$ cat config.mk
export PLATFORM = sky130hd
export DESIGN_NAME = ifu_prefetch_flat
export DESIGN_NICKNAME = d
export VERILOG_FILES = /design/src/rtl/ifu_prefetch_if.sv /design/src/rtl/ifu_prefetch.sv /design/src/flat_wrapper.sv
export SDC_FILE = /design/constraint.sdc
export NUM_CORES = 1
export LEC_CHECK = 0
export CAP_MARGIN = 20
export CORE_ASPECT_RATIO = 1.4
export CORE_MARGIN = 4
export CORE_UTILIZATION = 50
export DETAILED_ROUTE_END_ITERATION = 10
export HOLD_SLACK_MARGIN = 0.1
export PLACE_DENSITY = 0.75
export SLEW_MARGIN = 20
export SYNTH_ARGS = -nofsm -noshare
export SYNTH_HDL_FRONTEND = slang
export SYNTH_SLANG_ARGS = --single-unit
$ cat constraint.sdc
create_clock -name clk -period 11.5 [get_ports clk]
set_clock_uncertainty 0.15 [all_clocks]
set_input_delay 2.3 -clock clk [delete_from_list [all_inputs] [get_ports clk]]
set_output_delay 2.3 -clock clk [all_outputs]
set_load 0.01 [all_outputs]
$ cat src/rtl/ifu_prefetch_if.sv
// ifu_prefetch_if: instruction-memory request/response and decode valid/ready
// handshakes of the fetch unit.
interface ifu_prefetch_if #(
    parameter int ADDR_W = 32,
    parameter int DATA_W = 32
);
    logic              im_req;
    logic [ADDR_W-1:0] im_addr;
    logic              im_gnt;
    logic              im_rvalid;
    logic [DATA_W-1:0] im_rdata;
    logic              inst_valid;
    logic              inst_ready;
    logic [DATA_W-1:0] inst;
    logic [ADDR_W-1:0] inst_pc;
    logic [ADDR_W-1:0] inst_npc;

    modport master (
        output im_req, im_addr, inst_valid, inst, inst_pc, inst_npc,
        input  im_gnt, im_rvalid, im_rdata, inst_ready
    );

    modport slave (
        input  im_req, im_addr, inst_valid, inst, inst_pc, inst_npc,
        output im_gnt, im_rvalid, im_rdata, inst_ready
    );
endinterface

$ cat src/rtl/ifu_prefetch.sv
// ifu_prefetch: credit-limited instruction fetch with a DEPTH-entry prefetch FIFO
// and redirect flush. Define IFU_STATS_EN to add the stat_fetch/stat_flush counters.
module ifu_prefetch #(
    parameter int                ADDR_W   = 32,
    parameter int                DATA_W   = 32,
    parameter int                DEPTH    = 4,
    parameter logic [ADDR_W-1:0] RESET_PC = {ADDR_W{1'b0}}
) (
    input  logic              clk,
    input  logic              rst,
    ifu_prefetch_if.master    bus,
    input  logic              redirect,
    input  logic [ADDR_W-1:0] redirect_pc,
    output logic              busy
`ifdef IFU_STATS_EN
    ,
    output logic [31:0]       stat_fetch,
    output logic [31:0]       stat_flush
`endif
);
    localparam int PTR_W = $clog2(DEPTH);
    localparam int CNT_W = PTR_W + 1;
    localparam logic [ADDR_W-1:0] PC_STEP  = ADDR_W'(32'd4);
    localparam logic [ADDR_W-1:0] PC_MASK  = {{(ADDR_W-2){1'b1}}, 2'b00};
    localparam logic [CNT_W-1:0]  CNT_ZERO = {CNT_W{1'b0}};
    localparam logic [PTR_W-1:0]  PTR_ZERO = {PTR_W{1'b0}};
    localparam logic [PTR_W-1:0]  PTR_ONE  = PTR_W'(32'd1);
    localparam logic [CNT_W:0]    CREDIT   = (CNT_W+1)'(DEPTH);

    logic [ADDR_W-1:0] fetch_pc_r;
    logic [ADDR_W-1:0] resp_pc_r;
    logic [ADDR_W-1:0] pc_q [DEPTH];
    logic [DATA_W-1:0] inst_q [DEPTH];
    logic [PTR_W-1:0]  wr_ptr_r;
    logic [PTR_W-1:0]  rd_ptr_r;
    logic [CNT_W-1:0]  count_r;
    logic [CNT_W-1:0]  outstanding_r;
    logic [CNT_W-1:0]  drop_r;

    logic              credit_s;
    logic              req_s;
    logic              issue_s;
    logic              push_s;
    logic              drop_s;
    logic              pop_s;
    logic [CNT_W-1:0]  rsp_dec_s;
    logic [ADDR_W-1:0] redirect_addr_s;

    // Handshake qualifiers; in-flight requests plus buffered words never exceed DEPTH
    always_comb begin
        credit_s        = ({1'b0, outstanding_r} + {1'b0, count_r}) < CREDIT;
        req_s           = !rst && !redirect && credit_s;
        issue_s         = req_s && bus.im_gnt;
        pop_s           = (count_r != CNT_ZERO) && bus.inst_ready;
        drop_s          = bus.im_rvalid && (drop_r != CNT_ZERO);
        push_s          = bus.im_rvalid && (drop_r == CNT_ZERO) && !redirect;
        rsp_dec_s       = CNT_W'(bus.im_rvalid);
        redirect_addr_s = redirect_pc & PC_MASK;
    end

    // PC, FIFO and counter state; a redirect turns every still-outstanding request stale
    always_ff @(posedge clk or posedge rst) begin
        if (rst) begin
            fetch_pc_r    <= RESET_PC;
            resp_pc_r     <= RESET_PC;
            wr_ptr_r      <= PTR_ZERO;
            rd_ptr_r      <= PTR_ZERO;
            count_r       <= CNT_ZERO;
            outstanding_r <= CNT_ZERO;
            drop_r        <= CNT_ZERO;
            for (int i = 0; i < DEPTH; i++) begin
                pc_q[i]   <= {ADDR_W{1'b0}};
                inst_q[i] <= {DATA_W{1'b0}};
            end
        end else if (redirect) begin
            fetch_pc_r    <= redirect_addr_s;
            resp_pc_r     <= redirect_addr_s;
            wr_ptr_r      <= PTR_ZERO;
            rd_ptr_r      <= PTR_ZERO;
            count_r       <= CNT_ZERO;
            outstanding_r <= outstanding_r - rsp_dec_s;
            drop_r        <= outstanding_r - rsp_dec_s;
        end else begin
            if (issue_s) begin
                fetch_pc_r <= fetch_pc_r + PC_STEP;
            end
            if (push_s) begin
                pc_q[wr_ptr_r]   <= resp_pc_r;
                inst_q[wr_ptr_r] <= bus.im_rdata;
                wr_ptr_r         <= wr_ptr_r + PTR_ONE;
                resp_pc_r        <= resp_pc_r + PC_STEP;
            end
            if (pop_s) begin
                rd_ptr_r <= rd_ptr_r + PTR_ONE;
            end
            count_r       <= count_r + CNT_W'(push_s) - CNT_W'(pop_s);
            drop_r        <= drop_r - CNT_W'(drop_s);
            outstanding_r <= outstanding_r + CNT_W'(issue_s) - rsp_dec_s;
        end
    end

    assign bus.im_req     = req_s;
    assign bus.im_addr    = fetch_pc_r;
    assign bus.inst_valid = (count_r != CNT_ZERO);
    assign bus.inst       = inst_q[rd_ptr_r];
    assign bus.inst_pc    = pc_q[rd_ptr_r];
    assign bus.inst_npc   = pc_q[rd_ptr_r] + PC_STEP;
    assign busy           = (outstanding_r != CNT_ZERO) || (count_r != CNT_ZERO);

`ifdef IFU_STATS_EN
    logic [31:0] stat_fetch_r;
    logic [31:0] stat_flush_r;

    // Pop and redirect-cycle event counters, free-running with silent wrap
    always_ff @(posedge clk or posedge rst) begin
        if (rst) begin
            stat_fetch_r <= 32'd0;
            stat_flush_r <= 32'd0;
        end else begin
            stat_fetch_r <= stat_fetch_r + 32'(pop_s);
            stat_flush_r <= stat_flush_r + 32'(redirect);
        end
    end

    assign stat_fetch = stat_fetch_r;
    assign stat_flush = stat_flush_r;
`endif
endmodule

$ cat src/flat_wrapper.sv
// flat-port wrapper written by rule: the top's interface ports become plain ports
module ifu_prefetch_flat 
#(
    parameter int                ADDR_W   = 32,
    parameter int                DATA_W   = 32,
    parameter int                DEPTH    = 4,
    parameter logic [ADDR_W-1:0] RESET_PC = {ADDR_W{1'b0}}
)
  (clk, rst, redirect, redirect_pc, busy, bus_im_req, bus_im_addr, bus_inst_valid, bus_inst, bus_inst_pc, bus_inst_npc, bus_im_gnt, bus_im_rvalid, bus_im_rdata, bus_inst_ready);
  ifu_prefetch_if #(.ADDR_W(ADDR_W), .DATA_W(DATA_W)) bus_i ();
  input  logic clk;
  input  logic rst;
  input  logic redirect;
  input  logic [ADDR_W-1:0] redirect_pc;
  output logic busy;
  output wire logic [$bits(bus_i.im_req)-1:0] bus_im_req;
  output wire logic [$bits(bus_i.im_addr)-1:0] bus_im_addr;
  output wire logic [$bits(bus_i.inst_valid)-1:0] bus_inst_valid;
  output wire logic [$bits(bus_i.inst)-1:0] bus_inst;
  output wire logic [$bits(bus_i.inst_pc)-1:0] bus_inst_pc;
  output wire logic [$bits(bus_i.inst_npc)-1:0] bus_inst_npc;
  input wire logic [$bits(bus_i.im_gnt)-1:0] bus_im_gnt;
  input wire logic [$bits(bus_i.im_rvalid)-1:0] bus_im_rvalid;
  input wire logic [$bits(bus_i.im_rdata)-1:0] bus_im_rdata;
  input wire logic [$bits(bus_i.inst_ready)-1:0] bus_inst_ready;
  assign bus_im_req = bus_i.im_req;
  assign bus_im_addr = bus_i.im_addr;
  assign bus_inst_valid = bus_i.inst_valid;
  assign bus_inst = bus_i.inst;
  assign bus_inst_pc = bus_i.inst_pc;
  assign bus_inst_npc = bus_i.inst_npc;
  assign bus_i.im_gnt = bus_im_gnt;
  assign bus_i.im_rvalid = bus_im_rvalid;
  assign bus_i.im_rdata = bus_im_rdata;
  assign bus_i.inst_ready = bus_inst_ready;
  ifu_prefetch #(.ADDR_W(ADDR_W), .DATA_W(DATA_W), .DEPTH(DEPTH), .RESET_PC(RESET_PC)) u_core (.clk(clk), .rst(rst), .bus(bus_i), .redirect(redirect), .redirect_pc(redirect_pc), .busy(busy));
endmodule
; ---- Yosys cells after proc, flatten, opt, wreduce, memory -nomap -nowiden
; Cells that the tools add are included.
[op_classes]
bitwise = 3
magnitude_cmp = 4
add_sub_neg = 12
n_reduce_logical = 19
mux = 21
[op_table]
columns = op, n
row1 = 2-to-1 mux 32 bit, 9
row2 = bitwise mux 128 bit, 2
row3 = binary-select mux 32 bit (select 2 bit), 2
row4 = "adder 32 x 3 -> 32 bit, second input constant", 3
row5 = demux 32 bit (select 2 bit), 1
row6 = subtractor 3 x 1 -> 3 bit, 4
row7 = 2-to-1 mux 3 bit, 3
row8 = nonzero test 3 bit, 3
row9 = logical AND 1 bit, 8
row10 = 2-to-1 mux 2 bit, 4
row11 = adder 3 x 1 -> 3 bit, 2
row12 = "greater-or-equal comparator 3 bit, second input constant", 2
row13 = inverter 2 -> 3 bit, 2
row14 = nonzero test 2 bit, 3
row15 = "adder 2 x 1 -> 2 bit, second input constant", 2
row16 = adder 3 x 3 -> 4 bit, 1
row17 = "less-than comparator 4 x 3 -> 1 bit, second input constant", 1
row18 = logical NOT 3 bit, 1
row19 = "less-than comparator 3 x 1 -> 1 bit, second input constant", 1
row20 = logical NOT 1 bit, 2
row21 = AND reduction 2 bit, 1
row22 = logical OR 1 bit, 1
row23 = inverter 1 bit, 1
[word_totals]
output_inout_bits = 131
regBits = 333

; ---- Longest topological paths before layout
[depth]
word_depth = 7
ltp_mapped = 11

; ---- Worst setup path after synthesis
; Ideal clock, no wire load.
[synth_timing]
kind = input port to output port
start = input redirect
end = output bus_im_req
required_ps = 9050
arrival_time_ps = 3186
n_path_buf = 2
path_stages = 4
path_slack_ps = 5864
cell_sequence = inv_1 clkbuf_1 clkbuf_1 and3_1
[synth_via]
elab_chain_cells = 3
[synth_lines]
columns = item, line_no
row1 = from (decl), flat_wrapper.sv:13  ; input logic redirect;
row2 = logical NOT 1 bit, ifu_prefetch.sv:52  ; req_s = !rst && !redirect && credit_s;
row3 = logical AND 1 bit (2 in a row), ifu_prefetch.sv:52
row4 = to (decl), flat_wrapper.sv:16  ; output wire logic [$bits(bus_i.im_req)-1:0] bus_im_req;
; No other way between the ends.

; ---- Worst setup path after layout
[layout_timing]
start = register u_core.rd_ptr_r[0]
end = output bus_inst_npc[18]
[layout_via]
elab_chain_cells = 5
[layout_lines]
columns = item, line_no
row1 = from (decl), ifu_prefetch.sv:35  ; logic [PTR_W-1:0] rd_ptr_r;
row2 = from (signal assigned), ifu_prefetch.sv:94  ; rd_ptr_r <= rd_ptr_r + PTR_ONE;
row3 = inverter 2 -> 3 bit (implied by the code), ifu_prefetch.sv:107  ; assign bus.inst_npc = pc_q[rd_ptr_r] + PC_STEP;
row4 = binary-select mux 32 bit (select 2 bit), ifu_prefetch.sv:107
row5 = 2-to-1 mux 32 bit (implied by the code) (2 in a row), ifu_prefetch.sv:107
row6 = adder 32 x 3 -> 32 bit, ifu_prefetch.sv:107
row7 = to (decl), flat_wrapper.sv:21  ; output wire logic [$bits(bus_i.inst_npc)-1:0] bus_inst_npc;
; No other way between the ends. The select of a mux whose other input is x is not followed.

==> impl_metrics.json <==
{
  "status": "completed",
  "netlist_area_sq_mm": 0.0156,
  "track_usage": 0.210,
  "layout.nets": 1433,
  "area_delta_synth_final_pct": 21.6,
  "cts_buffers": 34,
  "gr-total-overflow": 0,
  "grt_pass1_vias": 10900,
  "root_buffer": "clkbuf_16",
  "dpl.hpwl_um": 23300,
  "yosys-top-cells-count": "321 x dfrtp_1, 243 x mux2_2, 75 x nand2_1",
  "crit_fanout": 38,
  "dpl.cell_count": 1698,
  "period_minus_slack_ns": 6.86,
  "grt_first_pass_wirelength_um": 57900,
  "hp-class": "flop to flop",
  "die_h_um": 217,
  "clk_latency_ns": 0.52,
  "fin_crit_sh": 0.596,
  "start_util": 0.506,
  "n_antenna_cell": 0,
  "crit_slowest_cell": "dfrtp_4",
  "cp-end-kind": "primary output",
  "rows": 76,
  "routedWlPerCell_um": 20.3,
  "stdcell_count": 1759,
  "seq_area_frac_synth": 0.516,
  "drv_cap": 0,
  "critPathRequiredTime_ns": 9.05,
  "hold_depth": 2,
  "hold-path-endpoint": "u_core.pc_q[62]",
  "p_leak_uw": 0.00848,
  "cts_sinks": 321,
  "clk_pin_slew_ns": 0.06,
  "ys_warn_count": 0,
  "htree_levels": 2,
  "cts_resized": 0,
  "drive_gt1_frac": 0.284,
  "setup-tns-final_ns": 0,
  "drv_slew": 0,
  "io_buffers": 192,
  "die_area_sq_mm": 0.0341,
  "path_buf_inv": 2,
  "reg2reg_from": "u_core.outstanding_r[2]",
  "gp_congestion": 0.862,
  "power.density_mw_per_mm2": 216,
  "place_ws_ns": 4.89,
  "synth.area.top_cells": "dfrtp_1 52%, mux2_2 18%, mux4_2 7.9%",
  "syn_inst": 1174,
  "finalSetupViolCount": 0,
  "antenna_found_initial": 0,
  "core_sq_mm": 0.0308,
  "yosys_most_used_dff": "dfrtp_1",
  "ys_seq_elements": 321,
  "max_freq_ghz": 0.146,
  "tightest_slew_ns": 1.01,
  "synth_top_cell_by_area": "dfrtp_1",
  "relSlewSlack": 0.329,
  "dieWidth_um": 157,
  "path_cells": "buf_4 -> mux4_2 -> nand4_2 -> nor4_4 -> nand3_1 -> xnor2_1 -> clkdlybuf4s50_1",
  "hold_viol": 0,
  "cts_tree": "yes",
  "rr_endpoint": "u_core.outstanding_r[1]",
  "hp-start": "u_core.pc_q[62]",
  "startpoint_type": "flop",
  "max_stage_delay_ns": 0.80,
  "rsz0062_at_grt": "no",
  "fin_ws_ns": 4.64,
  "wl_um": 35600,
  "ant_nets": 0,
  "drtIter0Drc": 564,
  "cts_setup_buffers": 0,
  "yosysTopAreaCellShare": 0.516,
  "firstDrtPassIters": 4,
  "io_pins": 201,
  "async_flop_share": 1.00,
  "fill_cells": 2446,
  "ir_drop_mv": 0.124,
  "yosysMostFrequentCell": "dfrtp_1",
  "drc": 0,
  "cp_data_arrival_time_ns": 4.41,
  "num_vias": 10300,
  "critPathLaunch": "u_core.rd_ptr_r[0]",
  "ys_types": 53,
  "criticalPathCategory": "flop to primary output",
  "avgSynthCellArea_sq_um": 13.3,
  "rr_worst_depth": 9,
  "synth-edff-count": 0,
  "grt_max_degree": 95,
  "via_per_inst": 5.83,
  "cpLargestDelayFamily": "buffers and inverters",
  "rrSetupSlack_ns": 8.45,
  "clockBufferDepth": 3,
  "hold_buffers": 0,
  "holdWs_ns": 0.331
}
[through the flow]
stage	area, sq um	power (uW)	util
final	18900	4090	0.615
after detailed placement	17700	2970	0.576
after floorplan	15600	2310	-
after CTS	18900	4150	0.615
after global placement	17700	2930	0.576
after global routing	18900	4300	0.615
[metal layers]
metal,wire (um),track usage
met5,0,0
met3,1890,0.0342
met4,925,0.0611
met2,17900,0.358
met1,14900,0.279
[flip-flops by register name, indices dropped and copies added (netlist names)]
name,count
u_core.inst_q,128
u_core.pc_q,120
u_core.bus.im_addr,30
u_core.resp_pc_r,30
u_core.count_r,3
u_core.drop_r,3
u_core.outstanding_r,3
u_core.rd_ptr_r,2
u_core.wr_ptr_r,2
[placed cells by master, fill, tap and decap left out, types with 4 or more instances in the layout]
| cell | instances |
|---|---|
| dfrtp_1 | 319 |
| mux2_2 | 243 |
| clkdlybuf4s50_1 | 191 |
| nand2_1 | 71 |
| o21ai_0 | 57 |
| mux4_2 | 55 |
| xnor2_1 | 48 |
| nand3_1 | 40 |
| clkbuf_16 | 34 |
| inv_1 | 28 |
| nor2_1 | 26 |
| nand4_1 | 24 |
| xor2_1 | 23 |
| nor4_1 | 17 |
| ha_1 | 17 |
| nor3_1 | 13 |
| and3_1 | 13 |
| buf_4 | 13 |
| clkbuf_8 | 11 |
| and4_1 | 9 |
| a21oi_1 | 9 |
| o311ai_0 | 8 |
| and2_1 | 7 |
| mux4_1 | 7 |
| o211ai_1 | 7 |
| conb_1 | 6 |
| nand2_2 | 4 |
| or3_1 | 4 |
| or4_1 | 4 |
| a31oi_1 | 4 |
| a21o_1 | 4 |
| bufinv_16 | 4 |
| clkbuf_1 | 4 |
[how the worst max path moves through the flow]
stage	to	slack, ns	cells after the start
finish	bus_inst_npc[18]	4.64	7
global route	bus_inst_npc[31]	4.27	7
CTS	bus_inst_npc[31]	4.48	7
detailed placement	bus_im_req	4.89	4
global placement	bus_im_req	4.91	4
floorplan	u_core.bus.im_addr[10]	0.17	1
[tightest hold or removal path: stages, from the launching register on]
cell and delay, ns:
dfrtp_1 0.34, nand2_1 0.05, o21ai_0 0.06
[logic make-up (layout without fill, tap and decap cells)]
logic type,Yosys count,count (layout),synth area share
DFF,321,321,0.516
AOI/OAI and AO/OA,101,101,0.0398
buffers and inverters,106,296,0.0324
adders and majority gates,19,19,0.0162
xor gates and xnor gates,71,71,0.0399
other,1,6,0.000241
muxes,307,307,0.268
and+or+nand+nor,248,248,0.0877
[report_power, final]
group / switching, uW / total (uW) / internal [uW]
clock: 444 / 1150 / 709
combinational: 621 / 1440 / 815
sequential: 164 / 1500 / 1340
total: 1230 / 4090 / 2860
[final cells by class]
cell class                      instances  area, sq um  share of cell area
Sequential cell                       321         8040               0.424
Multi-Input combinational cell        752         7070               0.373
Tap cell                              390          488              0.0258
Timing Repair Buffer                  206         2030               0.107
Clock buffer                           49         1020              0.0537
Clock inverter                         12          185             0.00978
Inverter                               29          116             0.00614
No activity file was read; power rests on OpenSTA's default activity.
